==> config.mk <==
export PLATFORM = sky130hd
export DESIGN_NAME = gumnut_data_mem
export DESIGN_NICKNAME = d
export VERILOG_FILES = /design/src/rtl/gumnut_bus_pkg.sv /design/src/rtl/gumnut_dmem_array.sv /design/src/rtl/gumnut_data_mem.sv
export SDC_FILE = /design/constraint.sdc
export NUM_CORES = 2
export LEC_CHECK = 0
export CAP_MARGIN = 30
export CORE_MARGIN = 5
export CORE_UTILIZATION = 35
export CTS_BUF_LIST = sky130_fd_sc_hd__clkbuf_4 sky130_fd_sc_hd__clkbuf_8
export CTS_CLUSTER_DIAMETER = 150
export CTS_CLUSTER_SIZE = 16
export DETAILED_ROUTE_END_ITERATION = 10
export SLEW_MARGIN = 0
export SYNTH_ARGS = -nofsm -noshare
export SYNTH_HDL_FRONTEND = slang
export SYNTH_SLANG_ARGS = --single-unit
==> constraint.sdc <==
create_clock -name clk_i -period 7.97 [get_ports clk_i]
set_input_delay 1.594 -clock clk_i [delete_from_list [all_inputs] [get_ports clk_i]]
set_output_delay 1.594 -clock clk_i [all_outputs]
set_load 0.01 [all_outputs]
==> src/rtl/gumnut_bus_pkg.sv <==
// Shared definitions for the Gumnut data-bus responder.
//   dmem_state_e : responder FSM states (IDLE, WAIT, ACK)
//   DATA_W       : data bus width (8)
//   ADDR_W       : address bus width (8)
//   WAIT_CNT_W   : wait-state counter width (4, covers 0..15)
//   MEM_W        : stored word width; 9 when GUMNUT_DMEM_PARITY_EN is
//                  defined (data + even parity bit), otherwise 8
package gumnut_bus_pkg;

  localparam int DATA_W     = 8;
  localparam int ADDR_W     = 8;
  localparam int WAIT_CNT_W = 4;

`ifdef GUMNUT_DMEM_PARITY_EN
  localparam int MEM_W = DATA_W + 1;
`else
  localparam int MEM_W = DATA_W;
`endif

  typedef enum logic [1:0] {
    IDLE = 2'd0,
    WAIT = 2'd1,
    ACK  = 2'd2
  } dmem_state_e;

endpackage

==> src/rtl/gumnut_dmem_array.sv <==
// Synchronous single-port RAM behind the Gumnut data responder.
//   clk, rst_n : clock, async active-low reset (clears the read register only)
//   en         : clock enable; nothing changes while low
//   re         : load rdata from mem[addr] on the next enabled edge
//   we         : write wdata to mem[addr] on the next enabled edge
//   addr       : word address (AW bits)
//   wdata      : write word (MEM_W bits)
//   rdata      : registered read word, holds between reads
// The array contents are not reset.
module gumnut_dmem_array
  import gumnut_bus_pkg::*;
#(
  parameter int DEPTH = 256,
  parameter int AW    = 8
) (
  input  logic             clk,
  input  logic             rst_n,
  input  logic             en,
  input  logic             re,
  input  logic             we,
  input  logic [AW-1:0]    addr,
  input  logic [MEM_W-1:0] wdata,
  output logic [MEM_W-1:0] rdata
);

  logic [MEM_W-1:0] mem [DEPTH];

  always_ff @(posedge clk) begin
    if (en && we) begin
      mem[addr] <= wdata;
    end
  end

  always_ff @(posedge clk or negedge rst_n) begin
    if (!rst_n) begin
      rdata <= '0;
    end else if (en && re) begin
      rdata <= mem[addr];
    end
  end

endmodule

==> src/rtl/gumnut_data_mem.sv <==
// Gumnut core data-bus responder: byte-wide RAM answering loads/stores after
// a programmable number of wait states.
//   clk_i, rst_ni  : clock, async active-low reset
//   clk_en_i       : clock enable; all state holds while low
//   cyc_i, stb_i   : bus cycle / strobe from the core data master
//   we_i           : 1 = write, 0 = read
//   adr_i, dat_i   : byte address and write data
//   dat_o          : registered read data, updated only by read acks
//   ack_o          : one-cycle transfer acknowledge
//   err_o          : read parity error, coincident with ack_o
//   state_o        : FSM state, for observation
// Parameters: DEPTH (power of two, 2..256), WAIT_STATES (0..15).
// Optional feature macro GUMNUT_DMEM_PARITY_EN: store an even-parity bit per
// byte and flag mismatches on reads; without it err_o is tied low.
module gumnut_data_mem
  import gumnut_bus_pkg::*;
#(
  parameter int DEPTH       = 256,
  parameter int WAIT_STATES = 1
) (
  input  logic              clk_i,
  input  logic              rst_ni,
  input  logic              clk_en_i,
  input  logic              cyc_i,
  input  logic              stb_i,
  input  logic              we_i,
  input  logic [ADDR_W-1:0] adr_i,
  input  logic [DATA_W-1:0] dat_i,
  output logic [DATA_W-1:0] dat_o,
  output logic              ack_o,
  output logic              err_o,
  output dmem_state_e       state_o
);

  localparam int AW = (DEPTH > 1) ? $clog2(DEPTH) : 1;
  localparam logic [WAIT_CNT_W-1:0] WAIT_INIT = WAIT_CNT_W'(WAIT_STATES);
  localparam bit ZERO_WAIT = (WAIT_STATES == 0);

  dmem_state_e           state;
  logic [WAIT_CNT_W-1:0] cnt;
  logic                  lat_we;
  logic [AW-1:0]         lat_adr;
  logic [DATA_W-1:0]     lat_dat;
  logic                  ack;

  logic                  req;
  logic                  enter_ack;
  logic                  is_read;
  logic                  ram_re;
  logic                  ram_we;
  logic [AW-1:0]         ram_addr;
  logic [MEM_W-1:0]      ram_wdata;
  logic [MEM_W-1:0]      ram_rdata;

  // Upper address bits alias onto the array; they are deliberately dropped.
  logic unused_adr;
  assign unused_adr = ^adr_i;

  assign req = cyc_i & stb_i;

  // Edge that moves the FSM into ACK: straight from IDLE when there are no
  // wait states, otherwise on the last WAIT cycle unless cyc_i was dropped.
  assign enter_ack = ((state == IDLE) && req && ZERO_WAIT) ||
                     ((state == WAIT) && cyc_i && (cnt == WAIT_CNT_W'(1)));

  // In IDLE the live bus is used (zero-wait case), afterwards the latched copy.
  assign is_read  = (state == IDLE) ? ~we_i : ~lat_we;
  assign ram_addr = (state == IDLE) ? adr_i[AW-1:0] : lat_adr;

  // The RAM read register is dat_o itself, so it is loaded only on the edge
  // entering ACK of a read and otherwise holds its value.
  assign ram_re = enter_ack & is_read;
  // Writes commit on the edge leaving ACK; an abort or reset never gets here.
  assign ram_we = (state == ACK) & lat_we;

`ifdef GUMNUT_DMEM_PARITY_EN
  assign ram_wdata = {^lat_dat, lat_dat};
  // Stored word is even parity over all 9 bits; any odd result is corruption.
  assign err_o     = ack & ~lat_we & (^ram_rdata);
`else
  assign ram_wdata = lat_dat;
  assign err_o     = 1'b0;
`endif

  assign dat_o   = ram_rdata[DATA_W-1:0];
  assign ack_o   = ack;
  assign state_o = state;

  always_ff @(posedge clk_i or negedge rst_ni) begin
    if (!rst_ni) begin
      state   <= IDLE;
      cnt     <= '0;
      lat_we  <= 1'b0;
      lat_adr <= '0;
      lat_dat <= '0;
      ack     <= 1'b0;
    end else if (clk_en_i) begin
      ack <= enter_ack;
      case (state)
        IDLE: begin
          if (req) begin
            lat_we  <= we_i;
            lat_adr <= adr_i[AW-1:0];
            lat_dat <= dat_i;
            cnt     <= WAIT_INIT;
            state   <= ZERO_WAIT ? ACK : WAIT;
          end
        end
        WAIT: begin
          if (!cyc_i) begin
            state <= IDLE;
          end else begin
            cnt <= cnt - 1'b1;
            if (cnt == WAIT_CNT_W'(1)) begin
              state <= ACK;
            end
          end
        end
        ACK: begin
          state <= IDLE;
        end
        default: begin
          state <= IDLE;
        end
      endcase
    end
  end

  gumnut_dmem_array #(
    .DEPTH (DEPTH),
    .AW    (AW)
  ) u_array (
    .clk   (clk_i),
    .rst_n (rst_ni),
    .en    (clk_en_i),
    .re    (ram_re),
    .we    (ram_we),
    .addr  (ram_addr),
    .wdata (ram_wdata),
    .rdata (ram_rdata)
  );

endmodule

; ---- Word-level counts from Yosys, hierarchy flattened
; Memories as Yosys holds them, arrays and structs flattened. A register that Yosys moved wholly into a read port is not among the register bits.
; Cells that the tools add are included.
[word_totals]
ff_bits = 24
ramBits = 2048
inputBits = 22
out_inout_bits = 12
elab_cells = 40
n_memories = 1
[classes]
addsub = 1
n_eq_ne = 6
mux = 11
n_bitwise = 5
reduce_logical = 10
[mem_list]
columns = memory, depth, word_bits, read_ports, rd_clocked_by_memory_dff, write_ports, line_no
row1 = u_array.mem, 256, 8, 1, 1, 1, gumnut_dmem_array.sv:26  ; logic [MEM_W-1:0] mem [DEPTH];
[ops]
columns = operator, count
row1 = 2-to-1 mux 4 bit, 2
row2 = 2-to-1 mux 8 bit, 1
row3 = case mux 4 bit (2 select lines), 1
row4 = 2-to-1 mux 2 bit, 3
row5 = AND reduction 3 bit, 2
row6 = == test 4 x 1 -> 1 bit (second input constant), 1
row7 = logical AND 1 bit, 4
row8 = inequality test 2 bit (second input constant), 2
row9 = case mux 2 bit (2 select lines), 1
row10 = AND reduction 4 bit, 1
row11 = subtractor 4 x 1 -> 4 bit (second input constant), 1
row12 = AND 1 bit, 3
row13 = 2-to-1 mux 1 bit, 3
row14 = inequality test 3 x 2 -> 1 bit (second input constant), 1
row15 = == test 2 x 1 -> 1 bit (second input constant), 1
row16 = == test 2 bit (second input constant), 1
row17 = logical NOT 2 bit, 1
row18 = NOT 1 bit, 2
row19 = nonzero test 2 bit, 1
row20 = logical NOT 1 bit, 1

; ---- Logic depth before layout (Yosys ltp)
[logic_depth]
ltp_word = 5
mapped_depth = 13
mapped_depth_nobuf = 9

; ---- Cells and area by module
; A second synthesis with hierarchy kept.
[unflattened]
cells_unflattened = 3758
area_unflattened_um2 = 80937.6
[modules_own_cells]
columns = module, instances, cells_per_inst, area_per_inst_um2, seq_area_each_um2
row1 = gumnut_dmem_array, 1, 3669, 79785.3, 61699.2
row2 = gumnut_data_mem, 1, 89, 1152.4, 600.6

; ---- Worst setup path before layout
; OpenSTA, ideal clock, no wires.
[synth_path]
path_type = input port to flip-flop
start = in adr_i[1]
end = mem u_array.mem[108][0] in the netlist's numbering, enable pin
setup_ns = 0.370
arrival_ns = 3.847
required_time_ns = 7.600
slack_ns = 3.753
cell_stages = 9
path_buffers = 5
cell_sequence = or4_1 -> o31ai_2 -> buf_2 -> buf_2 -> buf_2 -> buf_2 -> nand3_1 -> clkbuf_1 -> nor2_1
[synth_via]
elab_chain_len = 1
[synth_lines]
columns = item, line_no
row1 = "start, declared", gumnut_data_mem.sv:27  ; input logic [ADDR_W-1:0] adr_i,
row2 = 2-to-1 mux 8 bit, gumnut_data_mem.sv:68  ; assign ram_addr = (state == IDLE) ? adr_i[AW-1:0] : lat_adr;
row3 = "end, declared", gumnut_dmem_array.sv:26
; Every way passes these cells.

; ---- Worst setup path after layout
[layout_path]
start = in adr_i[1]
end = reg u_array.rdata[2] (read register of u_array.mem)
[layout_via]
elab_chain_len = 1
[layout_lines]
columns = item, line_no
row1 = 2-to-1 mux 8 bit, gumnut_data_mem.sv:68
row2 = "end, declared", gumnut_dmem_array.sv:23  ; output logic [MEM_W-1:0] rdata
; Every way passes these cells.
; A chain may end at the register's enable or synchronous reset.

==> impl_metrics.yaml <==
placed_design:
  io_buffers: 32
  dpl.hpwl_mm: 124
  gp_congestion: 0.826
  placed_cells: 7293
critical_path:
  crit_slowest_cell: "buf_12"
  path_cells: "clkdlybuf4s50_1 > or4_1 > o31ai_4 > buf_12 > buf_12 > a221oi_1 > or4_1 > o22ai_1 > o21ai_0 > a41oi_1"
  critPathCaptureType: "flip-flop"
  cp_max_fo: 165
  worstPathRequired_ps: 8810
  path_class: "in2reg"
  cp_num_buf_inv: 3
  cpLargestDelayFamily: "compound AO/OA/AOI/OAI gates"
  crit_path_max_incr_delay_ps: 630
  crit_arrival_ps: 6270
  critPathLaunchType: "input port"
timing:
  maxSlewHeadroom_pct: 21.2
  max_freq_mhz: 184
  finalClockSkew_ps: 71.9
  rsz0062_at_grt: "false"
  tns_ps: 0
  finalSetupViolations: 0
  hold_viol: 0
  worstMarginPinSlew_ps: 1180
  period_share_pct: 68.1
  slew_violations: 0
  finalCriticalPeriod_ps: 5430
floorplanning:
  initial_core_util_pct: 35.2
  fp.coreArea_sq_um: 220000
  io_pins: 34
  dieArea_sq_um: 231000
  die_y_microns: 481
  die_x_microns: 481
  num_rows: 172
logic_synthesis:
  netlist_area_sq_um: 77500
  synth.distinct_cells: 50
  synth_fp_nets: 4557
  synth_seq_cells: 2080
  synth_edf_count: 2048
  syn_area_per_cell_sq_um: 17.1
  synth_area_leaders: "edfxtp_1 (79%), a22oi_1 (7.8%), nand3_1 (2.6%)"
  yosysSeqAreaShare_pct: 80.3
  synth.top_cell.area_share_pct: 79.3
  synth_ff_type: "edfxtp_1"
  synthArstFlopShare_pct: 1.54
  synth_top_area_cell: "edfxtp_1"
  synth_cells: 4533
  ys_warn_count: 0
cts:
  cts-htree-levels: 4
  post-cts-setup-buffer-count: 0
  post_cts_resize_count: 0
  cts_tree: "yes"
  path_clk_slew_ps: 100
  insertion_delay_ps: 930
  postCtsHoldBufs: 0
  cts_root_buffer: "clkbuf_8"
  numCtsBuffers: 148
  clock_path_buffers: 3
  clock_sinks: 2080
global_route:
  grt_pass1_wl_mm: 311
  grt_max_degree: 218
  first_global_vias: 42697
  grtUsageTotal_pct: 18.2
  antenna_found_initial: 13
  gr-total-overflow: 0
drt:
  drt-total-wl_mm: 217
  drtIter0Drc: 6261
  dr.pass1.iters: 5
  vias_per_cell: 5.89
  antenna_left: 0
  vias: 44150
  drc: 0
  wire_per_inst_microns: 29.0
finish:
  area_delta_synth_final_pct: 8.23
  fillers: 20055
  fin_nets: 4521
  finalNonFillerCells: 7497
  register_area_sq_um: 62300
  multi_input_area_sq_um: 13800
  final_layout_size_suffix_gt1_share_pct: 8.13
power_and_ir_drop:
  power_mw: 28.1
  power.leakage_nw: 24.5
  ir_drop_mv: 0.382
  power_density_nw_per_um2: 334
worst_hold_path:
  hp-class: "reg2reg"
run:
  cap_violations: 0
outcome:
  status: "completed"
[worst paths after layout]
check	from	endpoint	slack (ps)	depth (start not counted)
setup / recovery	adr_i[1]	u_array.rdata[2]$_DFFE_PN0P_	2540	10
hold / removal	lat_we$_DFFE_PN0P_	lat_we$_DFFE_PN0P_	540	1
setup reg to reg	state_o[0]$_DFFE_PN0P_	u_array.rdata[2]$_DFFE_PN0P_	2740	10
hold reg to reg	lat_we$_DFFE_PN0P_	lat_we$_DFFE_PN0P_	540	1
max in group asynchronous	rst_ni	lat_dat[1]$_DFFE_PN0P_	6710	2
min in group asynchronous	rst_ni	lat_dat[6]$_DFFE_PN0P_	780	2
[Yosys cell counts (all sizes together) (3+ instances only)]
| cell type | number |
|---|---|
| nor2 | 275 |
| o21ai | 20 |
| mux2i | 3 |
| buf | 242 |
| nand4 | 86 |
| nand3 | 405 |
| a211oi | 12 |
| nand2b | 8 |
| a311oi | 4 |
| clkbuf | 104 |
| mux2 | 18 |
| nand3b | 4 |
| dfrtp | 32 |
| o22ai | 5 |
| a211o | 4 |
| and3 | 5 |
| nor3 | 5 |
| nand2 | 61 |
| a221oi | 152 |
| inv | 8 |
| o31ai | 3 |
| a21oi | 77 |
| or4 | 17 |
| edfxtp | 2048 |
| a31oi | 18 |
| a22oi | 802 |
| a221o | 76 |
| o41ai | 18 |
[final cells by class]
class                      count  area share, %
clock inverter                 9          0.106
tap                         2958           4.41
antenna                        3        0.00894
multi-input combinational   2099           16.4
timing repair buffer         160           1.99
inverter                       8         0.0358
sequential                  2080           74.3
clock buffer                 180           2.77
[cells by family (layout without fill, tap and decap cells)]
kind of cell	Yosys count	count (layout)	synth area share, %
DFF	2080	2080	80.3
AOI/OAI and AO/OA	1199	1199	11.8
and+or+nand+nor	874	874	5.38
buffers and inverters	354	357	2.10
muxes	21	21	0.310
adders and majority gates	2	2	0.0323
xor gates and xnor gates	2	2	0.0226
other	1	4	0.00484
[routing by layer]
metal | share of wire, % | vias up | global-route usage (%)
met5 | 0.019 | - | 0
met1 | 41 | 22973 | 26.0
met2 | 46 | 2325 | 28.2
met3 | 9.5 | 304 | 3.56
met4 | 3.2 | 6 | 5.54
li1 | - | 18542 | -
[power by group]
part           internal (mW)  switching [mW]  total [mW]
sequential              13.7           0.481        14.2
combinational           2.08            6.54        8.62
clock                   1.90            3.31        5.21
total                   17.7            10.3        28.1
[stage by stage]
step                hold WS (ps)  utilization [%]  cell area (sq um)  setup slack, ps
floorplan                    497                -              77500             3750
global placement             519             36.9              81200             1750
detailed placement           517             37.0              81400             1820
CTS                          547             38.0              83800             2820
global route                 578             38.1              83900             2510
finish                       542             38.1              83900             2540
[cells in the final DEF (no fill, tap or decap), types with 5 or more instances in the layout]
master / Yosys / final
inv_1: 8 / 8
clkbuf_8: 0 / 156
o21ai_0: 18 / 15
or4_1: 17 / 17
edfxtp_1: 2048 / 2048
nand2_1: 61 / 57
buf_4: 20 / 84
nand2b_1: 8 / 8
a21oi_1: 77 / 77
a211oi_1: 12 / 12
inv_6: 0 / 5
a221oi_1: 152 / 152
o41ai_1: 18 / 18
clkdlybuf4s50_1: 0 / 31
mux2_2: 17 / 17
buf_12: 0 / 24
a31oi_1: 18 / 17
buf_6: 0 / 12
nor2_1: 273 / 270
clkbuf_4: 0 / 26
o22ai_1: 5 / 5
dfrtp_1: 32 / 24
a221o_1: 76 / 76
dfrtp_4: 0 / 8
a22oi_1: 802 / 802
nand3_1: 405 / 401
and3_1: 5 / 5
nand4_1: 86 / 86
[registers in the layout (all words and copies together) (netlist names)]
name,flops
u_array.rdata,8
state_o,2
lat_adr,8
cnt,4
lat_dat,8
u_array.mem,2048
ack_o,1
lat_we,1
Note: power is estimated with default switching activity, not from simulation.
